`src/rtl/beat_timing_gen_if.sv`:
```
// rtl/beat_timing_gen_if.sv - controller-side bundle: SHORT/LONG/STOP feedback, phase pulses, beat levels, status
interface beat_timing_gen_if #(
    parameter int CNT_W = 8
);
    logic             SHORT;
    logic             LONG;
    logic             STOP;
    logic             T1;
    logic             T2;
    logic             T3;
    logic [2:0]       W;
    logic             RUN;
    logic [CNT_W-1:0] BCNT;

    // The timing generator drives phases/beats and listens to the controller.
    modport master (
        input  SHORT, LONG, STOP,
        output T1, T2, T3, W, RUN, BCNT
    );

    // The hardwired controller decodes phases/beats and feeds back control.
    modport slave (
        output SHORT, LONG, STOP,
        input  T1, T2, T3, W, RUN, BCNT
    );
endinterface

```
`src/rtl/beat_timing_gen.sv`:
```
// rtl/beat_timing_gen.sv - T1/T2/T3 phase and W1/W2/W3 beat generator; optional DP single-beat via BEAT_SINGLE_STEP_EN
module beat_timing_gen #(
    parameter int CNT_W = 8
) (
    input  logic                   MF,
    input  logic                   CLR,
    input  logic                   QD,
`ifdef BEAT_SINGLE_STEP_EN
    input  logic                   DP,
`endif
    beat_timing_gen_if.master      bus
);

    typedef enum logic [1:0] {
        IDLE = 2'd0,
        PH1  = 2'd1,
        PH2  = 2'd2,
        PH3  = 2'd3
    } phase_t;

    phase_t           state;
    logic             q1;
    logic             q2;
    logic             qd_edge;
    logic             halt_req;
    logic [2:0]       w_reg;
    logic [2:0]       w_next;
    logic             t1_reg;
    logic             t2_reg;
    logic             t3_reg;
    logic             run_reg;
    logic [CNT_W-1:0] bcnt_reg;

    // Rising edge of the synchronised start button.
    assign qd_edge = q1 & ~q2;

`ifdef BEAT_SINGLE_STEP_EN
    assign halt_req = bus.STOP | DP;
`else
    assign halt_req = bus.STOP;
`endif

    // Next beat level chosen from the controller feedback at the end of PH3.
    always_comb begin
        w_next = 3'b001;
        case (w_reg)
            3'b001:  w_next = bus.SHORT ? 3'b001 : 3'b010;
            3'b010:  w_next = bus.LONG  ? 3'b100 : 3'b001;
            3'b100:  w_next = 3'b001;
            default: w_next = 3'b001;
        endcase
    end

    // Start synchroniser, phase FSM, beat register and beat counter.
    always_ff @(posedge MF or negedge CLR) begin
        if (!CLR) begin
            q1       <= 1'b1;
            q2       <= 1'b1;
            state    <= IDLE;
            w_reg    <= 3'b001;
            t1_reg   <= 1'b0;
            t2_reg   <= 1'b0;
            t3_reg   <= 1'b0;
            run_reg  <= 1'b0;
            bcnt_reg <= '0;
        end else begin
            q1 <= QD;
            q2 <= q1;
            case (state)
                IDLE: begin
                    if (qd_edge) begin
                        state   <= PH1;
                        run_reg <= 1'b1;
                        t1_reg  <= 1'b1;
                    end
                end
                PH1: begin
                    state  <= PH2;
                    t1_reg <= 1'b0;
                    t2_reg <= 1'b1;
                end
                PH2: begin
                    state  <= PH3;
                    t2_reg <= 1'b0;
                    t3_reg <= 1'b1;
                end
                PH3: begin
                    t3_reg   <= 1'b0;
                    w_reg    <= w_next;
                    bcnt_reg <= bcnt_reg + 1'b1;
                    if (halt_req) begin
                        state   <= IDLE;
                        run_reg <= 1'b0;
                    end else begin
                        state  <= PH1;
                        t1_reg <= 1'b1;
                    end
                end
                default: begin
                    state   <= IDLE;
                    run_reg <= 1'b0;
                    t1_reg  <= 1'b0;
                    t2_reg  <= 1'b0;
                    t3_reg  <= 1'b0;
                end
            endcase
        end
    end

    assign bus.T1   = t1_reg;
    assign bus.T2   = t2_reg;
    assign bus.T3   = t3_reg;
    assign bus.W    = w_reg;
    assign bus.RUN  = run_reg;
    assign bus.BCNT = bcnt_reg;

endmodule
```
`src/flat_wrapper.sv`:
```
// flat-port wrapper written by rule: the top's interface ports become plain ports
module beat_timing_gen_flat 
#(
    parameter int CNT_W = 8
)
  (MF, CLR, QD, bus_SHORT, bus_LONG, bus_STOP, bus_T1, bus_T2, bus_T3, bus_W, bus_RUN, bus_BCNT);
  beat_timing_gen_if #(.CNT_W(CNT_W)) bus_i ();
  input  logic MF;
  input  logic CLR;
  input  logic QD;
  input wire logic [$bits(bus_i.SHORT)-1:0] bus_SHORT;
  input wire logic [$bits(bus_i.LONG)-1:0] bus_LONG;
  input wire logic [$bits(bus_i.STOP)-1:0] bus_STOP;
  output wire logic [$bits(bus_i.T1)-1:0] bus_T1;
  output wire logic [$bits(bus_i.T2)-1:0] bus_T2;
  output wire logic [$bits(bus_i.T3)-1:0] bus_T3;
  output wire logic [$bits(bus_i.W)-1:0] bus_W;
  output wire logic [$bits(bus_i.RUN)-1:0] bus_RUN;
  output wire logic [$bits(bus_i.BCNT)-1:0] bus_BCNT;
  assign bus_i.SHORT = bus_SHORT;
  assign bus_i.LONG = bus_LONG;
  assign bus_i.STOP = bus_STOP;
  assign bus_T1 = bus_i.T1;
  assign bus_T2 = bus_i.T2;
  assign bus_T3 = bus_i.T3;
  assign bus_W = bus_i.W;
  assign bus_RUN = bus_i.RUN;
  assign bus_BCNT = bus_i.BCNT;
  beat_timing_gen #(.CNT_W(CNT_W)) u_core (.MF(MF), .CLR(CLR), .QD(QD), .bus(bus_i));
endmodule
```
`config.mk`:
```
export PLATFORM = sky130hd
export DESIGN_NAME = beat_timing_gen_flat
export DESIGN_NICKNAME = d
export VERILOG_FILES = /design/src/rtl/beat_timing_gen_if.sv /design/src/rtl/beat_timing_gen.sv /design/src/flat_wrapper.sv
export SDC_FILE = /design/constraint.sdc
export NUM_CORES = 1
export LEC_CHECK = 0
export ABC_CLOCK_PERIOD_IN_PS = 1600
export BUFFER_PORTS_ARGS = -buffer_cell sky130_fd_sc_hd__buf_2
export CAP_MARGIN = 20
export CELL_PAD_IN_SITES_DETAIL_PLACEMENT = 1
export CELL_PAD_IN_SITES_GLOBAL_PLACEMENT = 2
export CORE_MARGIN = 2
export CORE_UTILIZATION = 33
export DETAILED_ROUTE_END_ITERATION = 8
export GPL_ROUTABILITY_DRIVEN = 0
export HOLD_SLACK_MARGIN = 0.15
export PLACE_DENSITY_LB_ADDON = 0.1
export SYNTH_ARGS = -nofsm -noshare
export SYNTH_HDL_FRONTEND = slang
export SYNTH_SLANG_ARGS = --single-unit
```
`constraint.sdc`:
```
create_clock -name MF -period 1.6 [get_ports MF]
set_input_delay 0.08 -clock MF [delete_from_list [all_inputs] [get_ports MF]]
set_output_delay 0.08 -clock MF [all_outputs]
set_load 0.005 [all_outputs]
```
# Word level (Yosys, flattened, before mapping)
# Cells that the tools add are included.
# word_totals
wordCells	40
input_bits	6
out_inout_bits	15
ff_bits	19
# op_classes
bitwise_logic	2
mux	13
n_reduce_logical	7
addsub	1
n_eq_ne	8
# op_table
op	n
$add A8 B1 Y8 const B	1
$pmux W2 S4	1
$pmux W1 S2	3
$pmux W3 S2	1
$reduce_and A3 Y1	2
$reduce_bool A2 Y1	3
$eq A2 B2 Y1 const B	2
$mux W1	4
$mux W2	2
$ne A2 B2 Y1 const B	2
$eq A3 B1 Y1 const B	1
$eq A3 B2 Y1 const B	1
$mux W3	1
$pmux W1 S3	1
$reduce_bool A3 Y1	1
$eq A2 B1 Y1 const B	1
$logic_not A2 Y1	1
$ne A2 B1 Y1 const B	1
$and A1 B1 Y1	1
$not A1 Y1	1

# Depth between registers and ports, before layout
# logic_depth
word_depth	4
depth_mapped	5
depth_no_buf	5

# Least setup slack after synthesis
# No wires, ideal clock.
# synth_path
path_kind	register to register
startpoint	register u_core.state[0]
endpoint	register u_core.t1_reg (netlist: u_core.bus.T1)
arrival_ns	1.196
slack_ns	0.325
synth_period_minus_slack_ns	1.275
t_required_ns	1.521
path_buffers	1
stages_incl_launch_ff	6
setup_time_ns	0.079
path_cell_list	dfrtp_1 > ha_1 > buf_6 > and2_4 > a211oi_2 > a2bb2oi_1
# synth_between
elab_chain_cells	3
word_cells_on_any_way	8
cone_classes	eq/ne: 4; mux: 1; reduce/logical: 3
# synth_lines
item	line_no	source
from (decl)	beat_timing_gen.sv:21	phase_t state;
from (signal assigned)	beat_timing_gen.sv:59	state <= IDLE;
from (signal assigned)	beat_timing_gen.sv:72	state <= PH1;
from (signal assigned)	beat_timing_gen.sv:78	state <= PH2;
$eq A2 B2 Y1 (tied with other cells)	beat_timing_gen.sv:69	case (state)
$ne A2 B2 Y1 (no source line) (tied with other cells)	-	
$reduce_and A3 Y1 (no source line)	-	
to (signal assigned)	beat_timing_gen.sv:61	t1_reg <= 1'b0;
to (signal assigned)	beat_timing_gen.sv:74	t1_reg <= 1'b1;
to (signal assigned)	beat_timing_gen.sv:79	t1_reg <= 1'b0;
to (decl)	beat_timing_gen.sv:28	logic t1_reg;
# Parallel ways exist; a longest one is shown, timed or not.
# A chain may end at the register's enable or synchronous reset.

# Worst setup path after layout
# layout_path
startpoint	register u_core.state[0]
endpoint	register u_core.bcnt_reg[7] (netlist: u_core.bus.BCNT[7])
# layout_between
elab_chain_cells	1
# layout_lines
item	line_no	source
$eq A2 B2 Y1	beat_timing_gen.sv:69	
to (signal assigned)	beat_timing_gen.sv:90	bcnt_reg <= bcnt_reg + 1'b1;
to (decl)	beat_timing_gen.sv:32	logic [CNT_W-1:0] bcnt_reg;
# Every way passes these cells.

==> metrics.log <==
[metrics] run status: finished clean
[metrics] Reg2Reg Launch Point: u_core.state[0]
[metrics] final-stage net count: 113
[metrics] Seq/Total Area, Yosys: 53.57%
[metrics] antenna fix cells: 0
[metrics] area of the core region: 2522 um2
[metrics] min Tclk post-route: 1.407 ns
[metrics] area added between synthesis and finish: 22.94%
[metrics] number of buffers created by CTS: 3
[metrics] number of vias after detailed routing: 625
[metrics] max-slew violation count: 0
[metrics] period utilisation layout: 87.94%
[metrics] Net Sw Power: 0.6958 mW
[metrics] post-route total power: 1.874 mW
[metrics] nets in the synthesized netlist: 84
[metrics] slew of the pin with the lowest slew margin: 0.4251 ns
[metrics] vias per std cell: 4.771
[metrics] Yosys cell types: 31
[metrics] Post-Synth XOR/XNOR Area: 6.853%
[metrics] Synth area leader: dfrtp_1
[metrics] Initial Utilization: 35.47%
[metrics] number of max-cap violations: 0
[metrics] share of cells above drive strength 1: 34.65%
[metrics] pre-CTS setup slack: 0.01447 ns
[metrics] clock tree from TritonCTS: built
[metrics] Wirelength per Cell: 12.98 um
[metrics] final-layout setup total negative slack: 0 ns
[metrics] Cell Rows: 18
[metrics] clk_skew: 0.006241 ns
[metrics] Port Buf Inserts: 20
[metrics] placed wire-length estimate after detailed placement: 1213 um
[metrics] fraction of power spent switching nets: 37.13%
[metrics] CTS Buffer Depth: 2
[metrics] clock root cell: clkbuf_4
[metrics] VDD IR-drop max: 0.7819 mV
[metrics] count of filler cells inserted in the layout: 292
[metrics] height of the die: 56.07 um
[metrics] DRC marker count from the first detailed-route iteration: 6
[metrics] area share of fa/ha/maj cells after synthesis: 6.993%
[metrics] width of the die: 56.07 um
[metrics] required time of the worst setup path: 1.82 ns
[metrics] Worst-path clk slew: 0.11 ns
[metrics] pin count of the biggest net entering global routing: 20
[metrics] most common cell after layout, fill and taps aside: buf_2
[metrics] Worst R2R Setup Slack: 0.19 ns
[metrics] normalized max-slew margin: 71.66%
[metrics] FF+latch count, synth: 19
[metrics] sequential share of power: 45.3%
[metrics] fraction of the mapped netlist area in compound gates: 8.252%
[metrics] Clk network pwr share: 12.8%
[metrics] category of the critical setup timing path: flop to flop
[metrics] Pwr Density: 1704 nW/um2
[metrics] RSZ-0062 raised after global routing: false
[metrics] Max Fanout on Critical Path: 14
[metrics] number of H-tree levels: 1
[metrics] critical path startpoint: u_core.state[0]
[metrics] kind of end point of the critical path: flop
[metrics] Placed Cells incl. Taps: 122
[metrics] startpoint class of the critical path: flop
[metrics] Logic pwr share: 41.9%
[metrics] Cell Int Power: 1.178 mW
[metrics] biggest area contributors in the synthesized netlist: dfrtp_1 (45%), dfstp_2 (8.8%), ha_1 (7.0%), xnor2_1 (3.9%), xor2_1 (2.9%)
[metrics] count of antenna-violating nets left after detailed routing: 0
[metrics] fraction of the core area covered by cells at the end of the flow: 43.60%
[metrics] via count of the first global-routing pass: 624
[metrics] remaining global-route overflow: 0
[metrics] Pre-antenna DRT Iters: 3
[metrics] total DRC errors in the routed layout: 0
[metrics] fin cells: 131
[metrics] highest-count cells in the layout ignoring fill and taps: buf_2 (20), dfrtp_1 (16), nand2_1 (6)
[metrics] highest achievable clock rate: 710.7 MHz
[metrics] count of mapped cells out of synthesis: 73
[metrics] number of top-level pins: 21
[metrics] post-synthesis instance area: 894.6 um2
[metrics] overall die area: 3143 um2
[metrics] worst hold path class: input port to async pin
[metrics] number of sinks on the clock net: 19
[metrics] static leakage: 0.5206 nW
[metrics] Worst-Skew Late Latency: 0.29 ns
[metrics] initial antenna violation count: 0
[metrics] per-instance average area after synthesis: 12.25 um2
[metrics] final hold vios: 0
[metrics] YS warnings: 0
[metrics] simple-gate share of the synthesized area: 16.50%
[metrics] fraction of synthesized cell area taken by the top area cell type: 44.76%
[metrics] overall global routing resource usage: 11.91%
[metrics] setup-violating endpoint count in the final report: 0
[metrics] critical path data arrival time: 1.63 ns
[metrics] first-pass GRT wire length: 2898 um
[metrics] dominant combinational cell family by area after synthesis: simple AND/OR/NAND/NOR gates
[metrics] setup slack of the critical path after layout: 0.1929 ns
[metrics] share of synthesized area spent on multiplexers: 3.636%
[metrics] Post-Route WL: 1700 um
-- power groups by stage --
stage / clock (mW) / combinational, mW / sequential, mW
after floorplan: 0 / 0.542 / 0.845
after global placement: 0 / 0.770 / 0.858
after detailed placement: 0 / 0.784 / 0.861
after CTS: 0.256 / 0.802 / 0.856
after global routing: 0.287 / 0.887 / 0.886
final: 0.240 / 0.785 / 0.849
-- logic make-up after synthesis --
group | after synthesis
muxes | 3
DFF | 19
and+or+nand+nor | 22
buffers and inverters | 7
AOI/OAI and AO/OA | 10
xor gates and xnor gates | 7
adders and majority gates | 5
-- path summary, 6_finish.rpt --
kind                            depth (start not counted)                  to
worst min register to register                          0           u_core.q2
max in group asynchronous                               2     u_core.bus.W[0]
worst max register to register                          4  u_core.bus.BCNT[7]
min in group MF                                         0           u_core.q2
worst min-delay path                                    2       u_core.bus.T1
worst max-delay path                                    4  u_core.bus.BCNT[7]
-- per-layer routing --
layer / track usage [%] / vias up / routed length, um
li1: - / 308 / -
met4: 3.061 / 0 / 21
met5: 0 / - / 0
met1: 15.48 / 299 / 831
met3: 5.116 / 2 / 93
met2: 18.15 / 16 / 753
-- cells in the mapped netlist --
cell       number
nor4bb_1        1
nand4_1         3
dfrtp_1        16
nor2b_1         1
nor2_1          4
o22ai_1         1
xor2_1          3
buf_4           1
mux2_2          1
o32a_1          1
a31oi_1         1
nand2b_1        1
a211oi_2        1
and3_1          1
a21oi_1         3
nand3b_1        1
nor3_2          1
mux2i_1         1
nor4b_2         1
o21ai_0         1
inv_1           5
buf_6           1
ha_1            5
mux2_1          1
nand2_1         6
a21bo_2         1
a2bb2oi_1       1
nand4_4         1
dfstp_2         3
xnor2_1         4
and2_4          1
-- cell type report --
cell class / instances / area (um2) / share of cell area (%)
timing repair buffer: 26 / 157.7 / 14.33
multi-input combinational: 47 / 380.4 / 34.58
clock buffer: 4 / 26.28 / 2.389
sequential: 19 / 479.2 / 43.57
tap: 30 / 37.54 / 3.413
inverter: 5 / 18.77 / 1.706
-- timing repair --
action / CTS / global route
hold buffers: 5 / 0
endpoints found under the setup margin: 1 / 0
setup buffers: 0 / 0
hold endpoints to repair: 24 / 0
gates resized for setup: 1 / 0
-- worst max-delay path: stages (launching register included) --
cell,delay [ns]
dfrtp_1,0.41
ha_2,0.38
nand4_4,0.15
nor3_2,0.23
xor2_1,0.17
-- sequential cells by signal, indices dropped and copies added, names as in the netlist --
register	count
u_core.bus.BCNT	8
u_core.bus.RUN	1
u_core.bus.T1	1
u_core.bus.T2	1
u_core.bus.T3	1
u_core.bus.W	3
u_core.q1	1
u_core.q2	1
u_core.state	2
-- through the flow --
stage	hold WS (ns)	instance area, um2
floorplan	-0.2156	894.6
global placement	0.04693	1021
detailed placement	0.05284	1021
CTS	0.2591	1100
global route	0.2490	1100
finish	0.2403	1100
No activity file was read; power rests on OpenSTA's default activity.
